`config.mk`:
```
export PLATFORM = sky130hd
export DESIGN_NAME = uart_rx_fifo
export DESIGN_NICKNAME = d
export VERILOG_FILES = /design/src/rtl/uart_rx_fifo.sv
export SDC_FILE = /design/constraint.sdc
export NUM_CORES = 1
export LEC_CHECK = 0
export ABC_CLOCK_PERIOD_IN_PS = 3000
export CAP_MARGIN = 20
export CORE_ASPECT_RATIO = 1.5
export CORE_MARGIN = 5
export CORE_UTILIZATION = 32
export CTS_CLUSTER_SIZE = 16
export DETAILED_ROUTE_END_ITERATION = 12
export GPL_TIMING_DRIVEN = 0
export PLACE_DENSITY = 0.55
export SLEW_MARGIN = 20
export SYNTH_ARGS = -nofsm -noshare
export SYNTH_HDL_FRONTEND = slang
export SYNTH_SLANG_ARGS = --single-unit
```
`constraint.sdc`:
```
create_clock -name clk -period 3 [get_ports clk]
set_clock_uncertainty 0.2 [all_clocks]
set_input_delay 0.6 -clock clk [delete_from_list [all_inputs] [get_ports clk]]
set_output_delay 0.6 -clock clk [all_outputs]
set_load 0.01 [all_outputs]
```
`src/rtl/uart_rx_fifo.sv`:
```
// rtl/uart_rx_fifo.sv - 8N1 serial receiver with receive FIFO and sticky error flags
//
// Ports:
//   clk        system clock, rising edge
//   rst_n      asynchronous active-low reset
//   rx         serial input (asynchronous, idle high)
//   rd_data    FIFO head byte, 8'h00 while rd_valid is low
//   rd_valid   FIFO not empty
//   rd_ready   pop the head when rd_valid && rd_ready
//   level      FIFO occupancy
//   frame_err  sticky: stop bit sampled low
//   overrun    sticky: good byte arrived with the FIFO full and no pop
//   clr_err    one-cycle pulse clearing both sticky flags
module uart_rx_fifo #(
    parameter int CLKS_PER_BIT = 234,
    parameter int FIFO_DEPTH   = 8
) (
    input  logic                          clk,
    input  logic                          rst_n,
    input  logic                          rx,
    output logic [7:0]                    rd_data,
    output logic                          rd_valid,
    input  logic                          rd_ready,
    output logic [$clog2(FIFO_DEPTH):0]   level,
    output logic                          frame_err,
    output logic                          overrun,
    input  logic                          clr_err
);
    localparam int AW = $clog2(FIFO_DEPTH);
    localparam int CW = $clog2(CLKS_PER_BIT);
    localparam logic [CW-1:0] HALF_LAST = CW'(CLKS_PER_BIT / 2 - 1);
    localparam logic [CW-1:0] BIT_LAST  = CW'(CLKS_PER_BIT - 1);
    localparam logic [CW-1:0] CNT_ONE   = CW'(1);
    localparam logic [AW:0]   PTR_ONE   = (AW+1)'(1);

    typedef enum logic [2:0] {
        ST_IDLE,
        ST_START,
        ST_DATA,
        ST_STOP,
        ST_WAIT_IDLE
    } state_t;

    state_t        state, state_d;
    logic [CW-1:0] cnt, cnt_d;
    logic [2:0]    bit_idx, bit_idx_d;
    logic [7:0]    shreg, shreg_d;
    logic          rx_meta, rx_s;
    logic          push, set_fe, set_ov;

    logic [AW:0]   wr_ptr, rd_ptr;
    logic [7:0]    mem [FIFO_DEPTH];
    logic          full, pop;

    // Two-flop synchronizer; reset high so reset never looks like a start bit.
    always_ff @(posedge clk or negedge rst_n) begin
        if (!rst_n) begin
            rx_meta <= 1'b1;
            rx_s    <= 1'b1;
        end else begin
            rx_meta <= rx;
            rx_s    <= rx_meta;
        end
    end

    always_ff @(posedge clk or negedge rst_n) begin
        if (!rst_n) begin
            state   <= ST_IDLE;
            cnt     <= '0;
            bit_idx <= '0;
            shreg   <= '0;
        end else begin
            state   <= state_d;
            cnt     <= cnt_d;
            bit_idx <= bit_idx_d;
            shreg   <= shreg_d;
        end
    end

    always_comb begin
        state_d   = state;
        cnt_d     = cnt;
        bit_idx_d = bit_idx;
        shreg_d   = shreg;
        push      = 1'b0;
        set_fe    = 1'b0;
        set_ov    = 1'b0;
        case (state)
            ST_IDLE: begin
                if (!rx_s) begin
                    state_d = ST_START;
                    cnt_d   = '0;
                end
            end
            ST_START: begin
                if (cnt == HALF_LAST) begin
                    if (rx_s) begin
                        state_d = ST_IDLE;
                    end else begin
                        state_d   = ST_DATA;
                        cnt_d     = '0;
                        bit_idx_d = '0;
                    end
                end else begin
                    cnt_d = cnt + CNT_ONE;
                end
            end
            ST_DATA: begin
                if (cnt == BIT_LAST) begin
                    // LSB first: each bit enters at the top and walks down.
                    shreg_d   = {rx_s, shreg[7:1]};
                    cnt_d     = '0;
                    bit_idx_d = bit_idx + 3'd1;
                    if (bit_idx == 3'd7) begin
                        state_d = ST_STOP;
                    end
                end else begin
                    cnt_d = cnt + CNT_ONE;
                end
            end
            ST_STOP: begin
                if (cnt == BIT_LAST) begin
                    if (rx_s) begin
                        // A pop on the same edge frees the slot being written.
                        if (!full || pop) begin
                            push = 1'b1;
                        end else begin
                            set_ov = 1'b1;
                        end
                        state_d = ST_IDLE;
                    end else begin
                        set_fe  = 1'b1;
                        state_d = ST_WAIT_IDLE;
                    end
                end else begin
                    cnt_d = cnt + CNT_ONE;
                end
            end
            ST_WAIT_IDLE: begin
                // Hold off during a break so a long low line cannot retrigger.
                if (rx_s) begin
                    state_d = ST_IDLE;
                end
            end
            default: state_d = ST_IDLE;
        endcase
    end

    // FIFO: pointers carry one extra wrap bit to tell full from empty.
    assign rd_valid = (wr_ptr != rd_ptr);
    assign full     = (wr_ptr[AW-1:0] == rd_ptr[AW-1:0]) && (wr_ptr[AW] != rd_ptr[AW]);
    assign pop      = rd_valid && rd_ready;
    assign level    = wr_ptr - rd_ptr;
    assign rd_data  = rd_valid ? mem[rd_ptr[AW-1:0]] : 8'h00;

    always_ff @(posedge clk or negedge rst_n) begin
        if (!rst_n) begin
            wr_ptr <= '0;
            rd_ptr <= '0;
        end else begin
            if (push) wr_ptr <= wr_ptr + PTR_ONE;
            if (pop)  rd_ptr <= rd_ptr + PTR_ONE;
        end
    end

    always_ff @(posedge clk) begin
        if (push) mem[wr_ptr[AW-1:0]] <= shreg;
    end

    // Sticky flags: a new event wins over a simultaneous clear.
    always_ff @(posedge clk or negedge rst_n) begin
        if (!rst_n) begin
            frame_err <= 1'b0;
            overrun   <= 1'b0;
        end else begin
            if (set_fe)       frame_err <= 1'b1;
            else if (clr_err) frame_err <= 1'b0;
            if (set_ov)       overrun   <= 1'b1;
            else if (clr_err) overrun   <= 1'b0;
        end
    end
endmodule

```
==> results of run 1 <==
## flip-flops by register name, indices dropped and copies added, names as in the netlist
register and count:
shreg 8, rx_meta 1, bit_idx 3, rd_ptr 4, frame_err 1, cnt 8
state 3, overrun 1, wr_ptr 4, mem 64, rx_s 1
## Yosys cell counts, types with 7 or more instances
master / n
edfxtp_1: 64
buf_2: 7
xnor2_1: 12
mux2_2: 10
mux4_2: 16
nand3_1: 9
ha_1: 10
nand2_1: 24
a21oi_1: 10
nor2_1: 7
nor3_1: 8
inv_1: 13
dfrtp_1: 32
## stage by stage
| stage | area [µm²] | utilization, % | setup WS (ps) | TNS, ps | cells |
|---|---|---|---|---|---|
| floorplan | 4307 | - | -224.1 | -5628 | 288 |
| global placement | 4700 | 35.23 | -1539 | -80040 | 469 |
| detailed placement | 4776 | 35.81 | -834.6 | -48350 | 473 |
| CTS | 5116 | 38.36 | 34.84 | 0 | 490 |
| global route | 5209 | 39.05 | -73.63 | -1034 | 492 |
| finish | 5209 | 39.05 | 74.60 | 0 | 492 |
## cells by family after synthesis
group           after synthesis  share of synthesized area, %
xor+xnor                     12                         2.440
mux                          28                         11.48
flops                        98                         64.44
fa+ha+maj                    11                         3.370
compound gates               39                         6.653
buf+inv                      27                         2.557
simple gates                 73                         9.065
## report_power, final
part           internal [mW]  switching, mW  total, mW
Sequential              1.43        0.00171       1.43
Clock                  0.557          0.472       1.03
Combinational        0.00829         0.0121     0.0203
Total                   1.99          0.486       2.48
## what timing repair did
action / 4_1_cts / 5_1_grt
buffers inserted: 3 / 2
setup endpoints to repair: 82 / 47
pin swaps: 0 / 1
gates resized for setup: 35 / 14
## routing by layer
layer  vias to the layer above  global-route usage, %  part of all wire, %
met4                         0                  4.205                  1.8
met2                        37                  19.79                   57
li1                       1172                      -                    -
met5                         -                      0                    0
met1                      1240                  11.88                   39
met3                        11                  2.165                  2.7
## final timing paths
path,endpoint,slack (ps),depth (start not counted)
worst max register to register,mem[2][2],120,7
min in group clk,rx_s,160,0
worst min register to register,rx_s,160,0
max in group asynchronous,rx_s,2060,2
worst min-delay path,cnt[7],10,1
worst max-delay path,level[3],70,8
## layout make-up
type / instances / area (µm²) / area share [%]
Clock inverter: 5 / 31.28 / 0.6005
Tap cell: 162 / 202.7 / 3.891
Multi-Input combinational cell: 163 / 1530 / 29.38
Buffer: 11 / 96.34 / 1.850
Inverter: 14 / 57.56 / 1.105
Sequential cell: 98 / 2779 / 53.35
Timing Repair Buffer: 28 / 279.0 / 5.357
Clock buffer: 11 / 232.7 / 4.468
## critical path, cell delays in order, from the launching register on
cell	delay [ps]
dfrtp_1	380
clkbuf_8	150
clkbuf_16	150
inv_1	40
ha_1	300
a21o_1	190
a21oi_1	170
xnor2_1	130
dlygate4sd2_1	280
==> summary.md, run 1 <==
| Metric | Value |
|---|---|
| Status | `finished clean` |
| Num CTS Buffers | `9` |
| Ant diodes | `0` |
| Synth top area share | `44.63%` |
| Max Root-Sink Buffers | `2` |
| Die ar. | `15930 µm²` |
| Unrepaired setup endpoints after global routing | `true` |
| Initial antenna violation count | `0` |
| Max FO, Critical Path | `10` |
| Fraction of layout cells with a size suffix above 1 | `25.45%` |
| Die width | `104.7 µm` |
| Core area | `13340 µm²` |
| Synth Instances | `288` |
| Seq/Total Area, Yosys | `64.44%` |
| Global-route wire length before repair | `13670 µm` |
| Final Max Tran Viols | `0` |
| GRT Util Overall | `10.73%` |
| Clock latency on the worst-skew pair | `340 ps` |
| CTS root buffer | `clkbuf_16` |
| Number of synthesis warnings | `0` |
| Fin. Hold Viols | `0` |
| Vias in the first global route | `2592` |
| Site Rows | `52` |
| Max-Cap Viols | `0` |
| Least-Margin Pin Slew | `609.4 ps` |
| Post-DRT Antenna Nets | `0` |
| Period utilisation layout | `97.51%` |
| Crit path DAT | `2130 ps` |
| CTS tree | `yes` |
| PD cells | `476.2 nW/µm²` |
| Average wire per cell in the routed design | `16.63 µm` |
| Pleak | `2.043 nW` |
| Post-detail-place hpwl | `5935 µm` |
| Crit path required time | `2200 ps` |
| Clk sinks | `98` |
| Slew margin rel. | `59.37%` |
| Reg clk slew, reported paths | `70 ps` |
| Ports | `20` |
| Reg-to-reg critical path startpoint | `cnt[1]` |
| Post-synthesis register bit count | `98` |
| Drt initial violations | `76` |
| Post-synth cell types | `51` |
| Worst setup SP type | `flop` |
| Starting Density | `32.29%` |
| Worst hold path class | `in -> async` |
| Post-synthesis cell area | `4307 µm²` |
| Die Ht | `152.1 µm` |
| Drt first pass iters | `4` |
| Tmin final | `2925 ps` |
| Fill cells | `1252` |
| Async SR Flop Fraction | `34.69%` |
| Total power | `2.481 mW` |
| Hold_ws | `13.80 ps` |
| Syn_nets | `304` |
| Peak VDD IR | `0.2035 mV` |
| Via count | `2460` |
| Worst setup startpoint | `rd_ptr[1]` |
| Htree depth | `3` |
| # setup viols final | `0` |
| Commonest non-fill, non-tap cell in the layout | `edfxtp_1` |
| Synthesized area per cell | `14.95 µm²` |
| Final RePlAce weighted congestion | `0.7789` |
| Port Buf Inserts | `19` |
| EDFF count, synth | `64` |
| CP Class | `reg -> out` |
| Overflow after GRT | `0` |
| # nets final | `341` |
| Vias per Instance | `5.000` |
| Top cell type by total area after synthesis | `edfxtp_1` |
| Routed wire length | `8182 µm` |
| Most frequent cells in the layout | `64 x edfxtp_1, 29 x dfrtp_1, 24 x nand2_1, 16 x mux4_2, 12 x xnor2_1` |
| Post-route DRC | `0` |
| Top cells by area in the synthesized netlist | `edfxtp_1 45%, dfrtp_1 19%, mux4_2 8.4%` |
| Most used DFF post-synth | `edfxtp_1` |
| Hold-fix buffers, CTS | `0` |
| Largest net degree at the start of global routing | `19` |
| Synth-to-layout area growth | `20.95%` |
| FMAX | `341.8 MHz` |
| Endpoint class of the critical path | `output port` |
No activity file was read; power rests on OpenSTA's default activity.
==> run 2, diff against run 1 <==
PLACE_DENSITY = 0.45   (was 0.55)
SKIP_CTS_REPAIR_TIMING = 1   (was default)
SLEW_MARGIN = 30   (was 20)
==> run 2 against run 1 <==
Against the previous run:
- utilization increased by 0.71 points
- die area unchanged
- sequential share of layout area decreased by 0.98 points
- first-iteration DRC count up 30%
- clock power rose by 26%
- total power up 11%
- count of clock-buffer cells in the layout down 2
- worst setup slack improved by 26 ps
- via count is 0.81% higher
==> summary.md, run 2 (synthesis gave the netlist of run 1 again) <==
| Metric | Value |
|---|---|
| Die width | `104.7 µm (unchanged)` |
| CTS root buffer | `clkbuf_16 (unchanged)` |
| Clk sinks | `98 (unchanged)` |
| Unrepaired setup endpoints after global routing | `true (unchanged)` |
| Max FFs per register | `64 (unchanged)` |
| Worst hold path class | `reg -> reg (was in -> async)` |
| Die ar. | `15930 µm² (unchanged)` |
| Num CTS Buffers | `9 (unchanged)` |
| Post-route DRC | `0 (unchanged)` |
| Final RePlAce weighted congestion | `0.8091 (was 0.7789)` |
| Fraction of layout cells with a size suffix above 1 | `24.93% (was 25.45%)` |
| Peak VDD IR | `0.3336 mV (was 0.2035 mV)` |
| Least-Margin Pin Slew | `832.2 ps (was 609.4 ps)` |
| # nets final | `348 (was 341)` |
| Routed wire length | `8604 µm (was 8182 µm)` |
| # setup viols final | `0 (unchanged)` |
| Worst setup startpoint | `wr_ptr[0] (was rd_ptr[1])` |
| Hold_sp | `rx_meta` |
| Endpoint class of the critical path | `output port (unchanged)` |
| Via count | `2480 (was 2460)` |
| Starting Density | `32.29% (unchanged)` |
| Worst setup SP type | `flop (unchanged)` |
| Drt first pass iters | `4 (unchanged)` |
| Initial antenna violation count | `0 (unchanged)` |
| Max Root-Sink Buffers | `2 (unchanged)` |
| Ports | `20 (unchanged)` |
| Crit path DAT | `2100 ps (was 2130 ps)` |
| Reg-to-reg critical path startpoint | `rd_ptr[2] (was cnt[1])` |
| Max-Cap Viols | `0 (unchanged)` |
| Slew margin rel. | `44.31% (was 59.37%)` |
| Reg clk slew, reported paths | `70 ps (about the same)` |
| Cell family with most CP delay | `buffers and inverters (unchanged)` |
| Final Max Tran Viols | `0 (unchanged)` |
| Die Ht | `152.1 µm (unchanged)` |
| Hold_ws | `157.2 ps (was 13.80 ps)` |
| Crit path required time | `2200 ps (about the same)` |
| Port Buf Inserts | `19 (unchanged)` |
| Bufs and invs on worst path | `3 (was 4)` |
| Clock latency on the worst-skew pair | `340 ps (about the same)` |
| Commonest non-fill, non-tap cell in the layout | `edfxtp_1 (unchanged)` |
| Period utilisation layout | `96.64% (was 97.51%)` |
| PD cells | `518.6 nW/µm² (was 476.2 nW/µm²)` |
| Post-route core utilization | `39.77% (was 39.05%)` |
| Site Rows | `52 (unchanged)` |
| CTS tree | `yes (unchanged)` |
| CP endpoint | `level[1] (was level[3])` |
| Cell at the slowest stage of the critical path | `clkdlybuf4s50_1 (was dfrtp_1)` |
| Pleak | `2.283 nW (was 2.043 nW)` |
| Post-detail-place hpwl | `6369 µm (was 5935 µm)` |
| Cell count along the critical path | `5 (was 8)` |
| Tmin final | `2899 ps (was 2925 ps)` |
| Overflow after GRT | `0 (unchanged)` |
| Most frequent cells in the layout | `64 x edfxtp_1, 30 x dfrtp_1, 24 x nand2_1, 16 x mux4_2 (was 64 x edfxtp_1, 29 x dfrtp_1, 24 x nand2_1, 16 x mux4_2, 12 x xnor2_1)` |
| Slack of the worst reg-to-reg path | `160 ps (was 120 ps)` |
| Crit Reg-Reg Endpoint | `mem[0][0] (was mem[2][2])` |
| Vias per Instance | `4.970 (was 5.000)` |
| Synth-to-layout area growth | `23.16% (was 20.95%)` |
| Average wire per cell in the routed design | `17.24 µm (was 16.63 µm)` |
| Htree depth | `3 (unchanged)` |
| Status | `finished clean (unchanged)` |
| Ant diodes | `0 (unchanged)` |
| CP Class | `reg -> out (unchanged)` |
| Largest net degree at the start of global routing | `22 (was 19)` |
| FMAX | `344.9 MHz (was 341.8 MHz)` |
| Drt initial violations | `99 (was 76)` |
| Core area | `13340 µm² (unchanged)` |
| CP cell instances | `inv_4 -> ha_1 -> fa_1 -> inv_1 -> clkdlybuf4s50_1 (was clkbuf_8 -> clkbuf_16 -> inv_1 -> ha_1 -> a21o_1 -> a21oi_1 -> xnor2_1 -> dlygate4sd2_1)` |
| GRT Util Overall | `11.67% (was 10.73%)` |
| R2r worst-path depth | `8 (was 7)` |
| CP peak stage delay | `520 ps (was 380 ps)` |
| Global-route wire length before repair | `14680 µm (was 13670 µm)` |
| Post-DRT Antenna Nets | `0 (unchanged)` |
| Fin. Hold Viols | `0 (unchanged)` |
| Max FO, Critical Path | `7 (was 10)` |
| Vias in the first global route | `2670 (was 2592)` |
-- run 2: cell count changes in the layout (fill, tap and decap cells not counted), moves of 3 or more --
| cell | before | now |
|---|---|---|
| clkdlybuf4s15_2 | 4 | 0 |
| nor3_4 | 4 | 1 |
| dlygate4sd2_1 | 5 | 0 |
| bufinv_16 | 0 | 3 |
| buf_4 | 5 | 12 |
| nor3_2 | 0 | 4 |
| dlymetal6s2s_1 | 1 | 11 |
-- run 2: metal layers --
metal	routed length, µm	GRT usage (%)
met2	4751	20.96
met3	170	2.207
met4	153	4.631
met5	0	0
met1	3529	13.49
-- run 2: through the flow --
step	setup WS [ps]	area [µm²]	std cells	power (mW)	setup TNS (ps)
floorplan	-224.1	4307	288	1.459	-5628
global placement	-1692	4700	469	1.476	-90640
detailed placement	-928.4	4776	473	1.480	-56760
CTS	-1223	5119	489	2.793	-61780
global route	-50.44	5304	499	2.842	-433.3
finish	100.9	5304	499	2.750	0
-- run 2: area by class of cell --
class,count,area (µm²)
Buffer,12,83.83
Clock buffer,9,225.2
Clock inverter,7,117.6
Fill cell,1234,8034
Inverter,14,58.81
Multi-Input combinational cell,163,1498
Sequential cell,98,2778
Tap cell,162,202.7
Timing Repair Buffer,34,340.3
-- run 2: report_power, final --
group	internal, mW	total (mW)	switching [mW]
clock network	0.813	1.30	0.486
registers	1.43	1.43	0.00194
logic	0.00916	0.0212	0.0121
-- run 2: worst min path at each step --
stage,end,cells past startpoint
3_5_place_dp,rx_s,0
3_3_place_gp,rx_s,0
5_1_grt,rx_s,0
6_report,rx_s,0
2_1_floorplan,bit_idx[0],0
4_1_cts,cnt[1],1
==> run 3, diff against run 2 <==
CORE_ASPECT_RATIO = default   (was 1.5)
==> run 3 against run 2 <==
Against the previous run:
- the run now ends with hold timing left
- cell area decreased by 1.9%
- hold slack got worse by 170 ps
- die area decreased by 0.30%
==> summary.md, run 3 (synthesis gave the netlist of run 1 again) <==
| Metric | Value |
|---|---|
| Htree depth | `3 (unchanged)` |
| Cell family with most CP delay | `buffers and inverters (unchanged)` |
| Largest net degree at the start of global routing | `19 (was 22)` |
| Average wire per cell in the routed design | `17.06 µm (was 17.24 µm)` |
| Worst setup SP type | `flop (unchanged)` |
| Commonest non-fill, non-tap cell in the layout | `edfxtp_1 (unchanged)` |
| Tmin final | `2920 ps (was 2899 ps)` |
| Crit path required time | `2200 ps (about the same)` |
| Post-route core utilization | `39.29% (was 39.77%)` |
| R2r worst-path depth | `8 (unchanged)` |
| Starting Density | `32.52% (was 32.29%)` |
| CTS root buffer | `clkbuf_16 (unchanged)` |
| Final Max Tran Viols | `0 (unchanged)` |
| Clk sinks | `98 (unchanged)` |
| # setup viols final | `0 (unchanged)` |
| FMAX | `342.5 MHz (was 344.9 MHz)` |
| Seq pwr share | `55.7% (was 52.0%)` |
| Final RePlAce weighted congestion | `0.7592 (was 0.8091)` |
| Die width | `126.0 µm (was 104.7 µm)` |
| Clock latency on the worst-skew pair | `350 ps (was 340 ps)` |
| CP cell instances | `inv_2 -> ha_2 -> fa_1 -> inv_1 -> clkdlybuf4s50_1 (was inv_4 -> ha_1 -> fa_1 -> inv_1 -> clkdlybuf4s50_1)` |
| Least-Margin Pin Slew | `769.7 ps (was 832.2 ps)` |
| Peak VDD IR | `0.2277 mV (was 0.3336 mV)` |
| Core area | `13240 µm² (was 13340 µm²)` |
| Global-route wire length before repair | `14290 µm (was 14680 µm)` |
| Max-Cap Viols | `0 (unchanged)` |
| Cell at the slowest stage of the critical path | `clkdlybuf4s50_1 (unchanged)` |
| Reg clk slew, reported paths | `70 ps (about the same)` |
| Crit Reg-Reg Endpoint | `mem[5][1] (was mem[0][0])` |
| Max FO, Critical Path | `5 (was 7)` |
| Vias per Instance | `4.966 (was 4.970)` |
| Pleak | `2.196 nW (was 2.283 nW)` |
| Bufs and invs on worst path | `3 (unchanged)` |
| Endpoint class of the critical path | `output port (unchanged)` |
| Drt first pass iters | `4 (unchanged)` |
| Sw Share | `21.50% (was 18.17%)` |
| Post-DRT Antenna Nets | `0 (unchanged)` |
| Synth-to-layout area growth | `20.80% (was 23.16%)` |
| GRT Util Overall | `11.65% (was 11.67%)` |
| CTS tree | `yes (unchanged)` |
| Max FFs per register | `64 (unchanged)` |
| Final worst slack | `79.95 ps (was 100.9 ps)` |
| Site Rows | `42 (was 52)` |
| Num CTS Buffers | `9 (unchanged)` |
| Slew margin rel. | `48.41% (was 44.31%)` |
| Status | `finished, violations left (was finished clean)` |
| Drt initial violations | `170 (was 99)` |
| Routed wire length | `8632 µm (was 8604 µm)` |
| Most frequent cells in the layout | `64 x edfxtp_1, 28 x dfrtp_1, 23 x nand2_1, 16 x mux4_2 (was 64 x edfxtp_1, 30 x dfrtp_1, 24 x nand2_1, 16 x mux4_2)` |
| Post-route DRC | `0 (unchanged)` |
| CP Class | `reg -> out (unchanged)` |
| Fraction of layout cells with a size suffix above 1 | `25.76% (was 24.93%)` |
| Comb pwr share | `0.8% (about the same)` |
| Ant diodes | `0 (unchanged)` |
| Die ar. | `15880 µm² (was 15930 µm²)` |
| Violated checks | `hold timing` |
| Period utilisation layout | `97.33% (was 96.64%)` |
| Total power | `2.567 mW (was 2.750 mW)` |
| Reg-to-reg critical path startpoint | `rd_ptr[1] (was rd_ptr[2])` |
| Overflow after GRT | `0 (unchanged)` |
| Placed Cells | `488 (was 473)` |
| Clk pwr share | `43.5% (was 47.2%)` |
| Fin. Hold Viols | `10 (was 0)` |
| Post-detail-place hpwl | `6097 µm (was 6369 µm)` |
| Crit path DAT | `2120 ps (was 2100 ps)` |
| Port Buf Inserts | `19 (unchanged)` |
| Vias in the first global route | `2576 (was 2670)` |
| Worst slack at placement | `-833.2 ps (was -928.4 ps)` |
| Switching Power | `0.5518 mW (was 0.4998 mW)` |
| PD cells | `493.3 nW/µm² (was 518.6 nW/µm²)` |
| Ports | `20 (unchanged)` |
| Slack of the worst reg-to-reg path | `190 ps (was 160 ps)` |
| Hold_ws | `-12.31 ps (was 157.2 ps)` |
| Initial antenna violation count | `0 (unchanged)` |
| Non-Filler Instances | `506 (was 499)` |
| Internal power | `2.015 mW (was 2.251 mW)` |
| # nets final | `341 (was 348)` |
| Worst hold path class | `in -> async (was reg -> reg)` |
| Worst setup startpoint | `wr_ptr[0] (unchanged)` |
| CP peak stage delay | `530 ps (was 520 ps)` |
| Via count | `2513 (was 2480)` |
| Die Ht | `126.0 µm (was 152.1 µm)` |
| Max Root-Sink Buffers | `2 (unchanged)` |
[run 3: cell count changes in the layout (fill, tap and decap cells not counted), moves of 2 or more]
cell            delta
buf_4              -7
bufinv_16          -3
buf_8              +2
clkbuf_2           +2
clkinv_4           +2
clkinvlp_4         -2
dfrtp_1            -2
dfrtp_2            +2
dlymetal6s2s_1     -2
inv_8              +2
[run 3: through the flow]
stage / cell area, µm² / TNS, ps
2_1_floorplan: 4307 / -5628
3_3_place_gp: 4717 / -86110
3_5_place_dp: 4798 / -50830
4_1_cts: 5085 / -56000
5_1_grt: 5202 / -2.751
6_report: 5202 / 0
[run 3: layout make-up]
type	count	area, µm²
Buffer	10	80.08
Fill cell	1274	8040
Clock buffer	9	225.2
Sequential cell	98	2780
Timing Repair Buffer	29	282.8
Tap cell	176	220.2
Multi-Input combinational cell	163	1496
Inverter	14	56.30
Clock inverter	7	61.31
[run 3: layer usage]
layer / wire length, µm / track usage [%] / share of wire [%]
met1: 3976 / 15.68 / 46
met2: 4039 / 17.37 / 47
met3: 338 / 2.286 / 3.9
met4: 277 / 7.192 / 3.2
met5: 0 / 0 / 0
[run 3: worst max-delay path by stage]
stage | to | cells past startpoint
finish | level[1] | 5
global route | level[1] | 5
CTS | rd_data[7] | 8
detailed placement | rd_data[7] | 8
global placement | mem[0][1] | 8
floorplan | mem[0][0] | 8
[run 3: power groups by stage]
| stage | registers, mW | clock network (mW) | logic (mW) |
|---|---|---|---|
| 2_1_floorplan | 1.46 | 0 | 0.00134 |
| 3_3_place_gp | 1.46 | 0 | 0.0174 |
| 3_5_place_dp | 1.46 | 0 | 0.0213 |
| 4_1_cts | 1.43 | 1.16 | 0.0214 |
| 5_1_grt | 1.43 | 1.21 | 0.0238 |
| 6_report | 1.43 | 1.12 | 0.0201 |
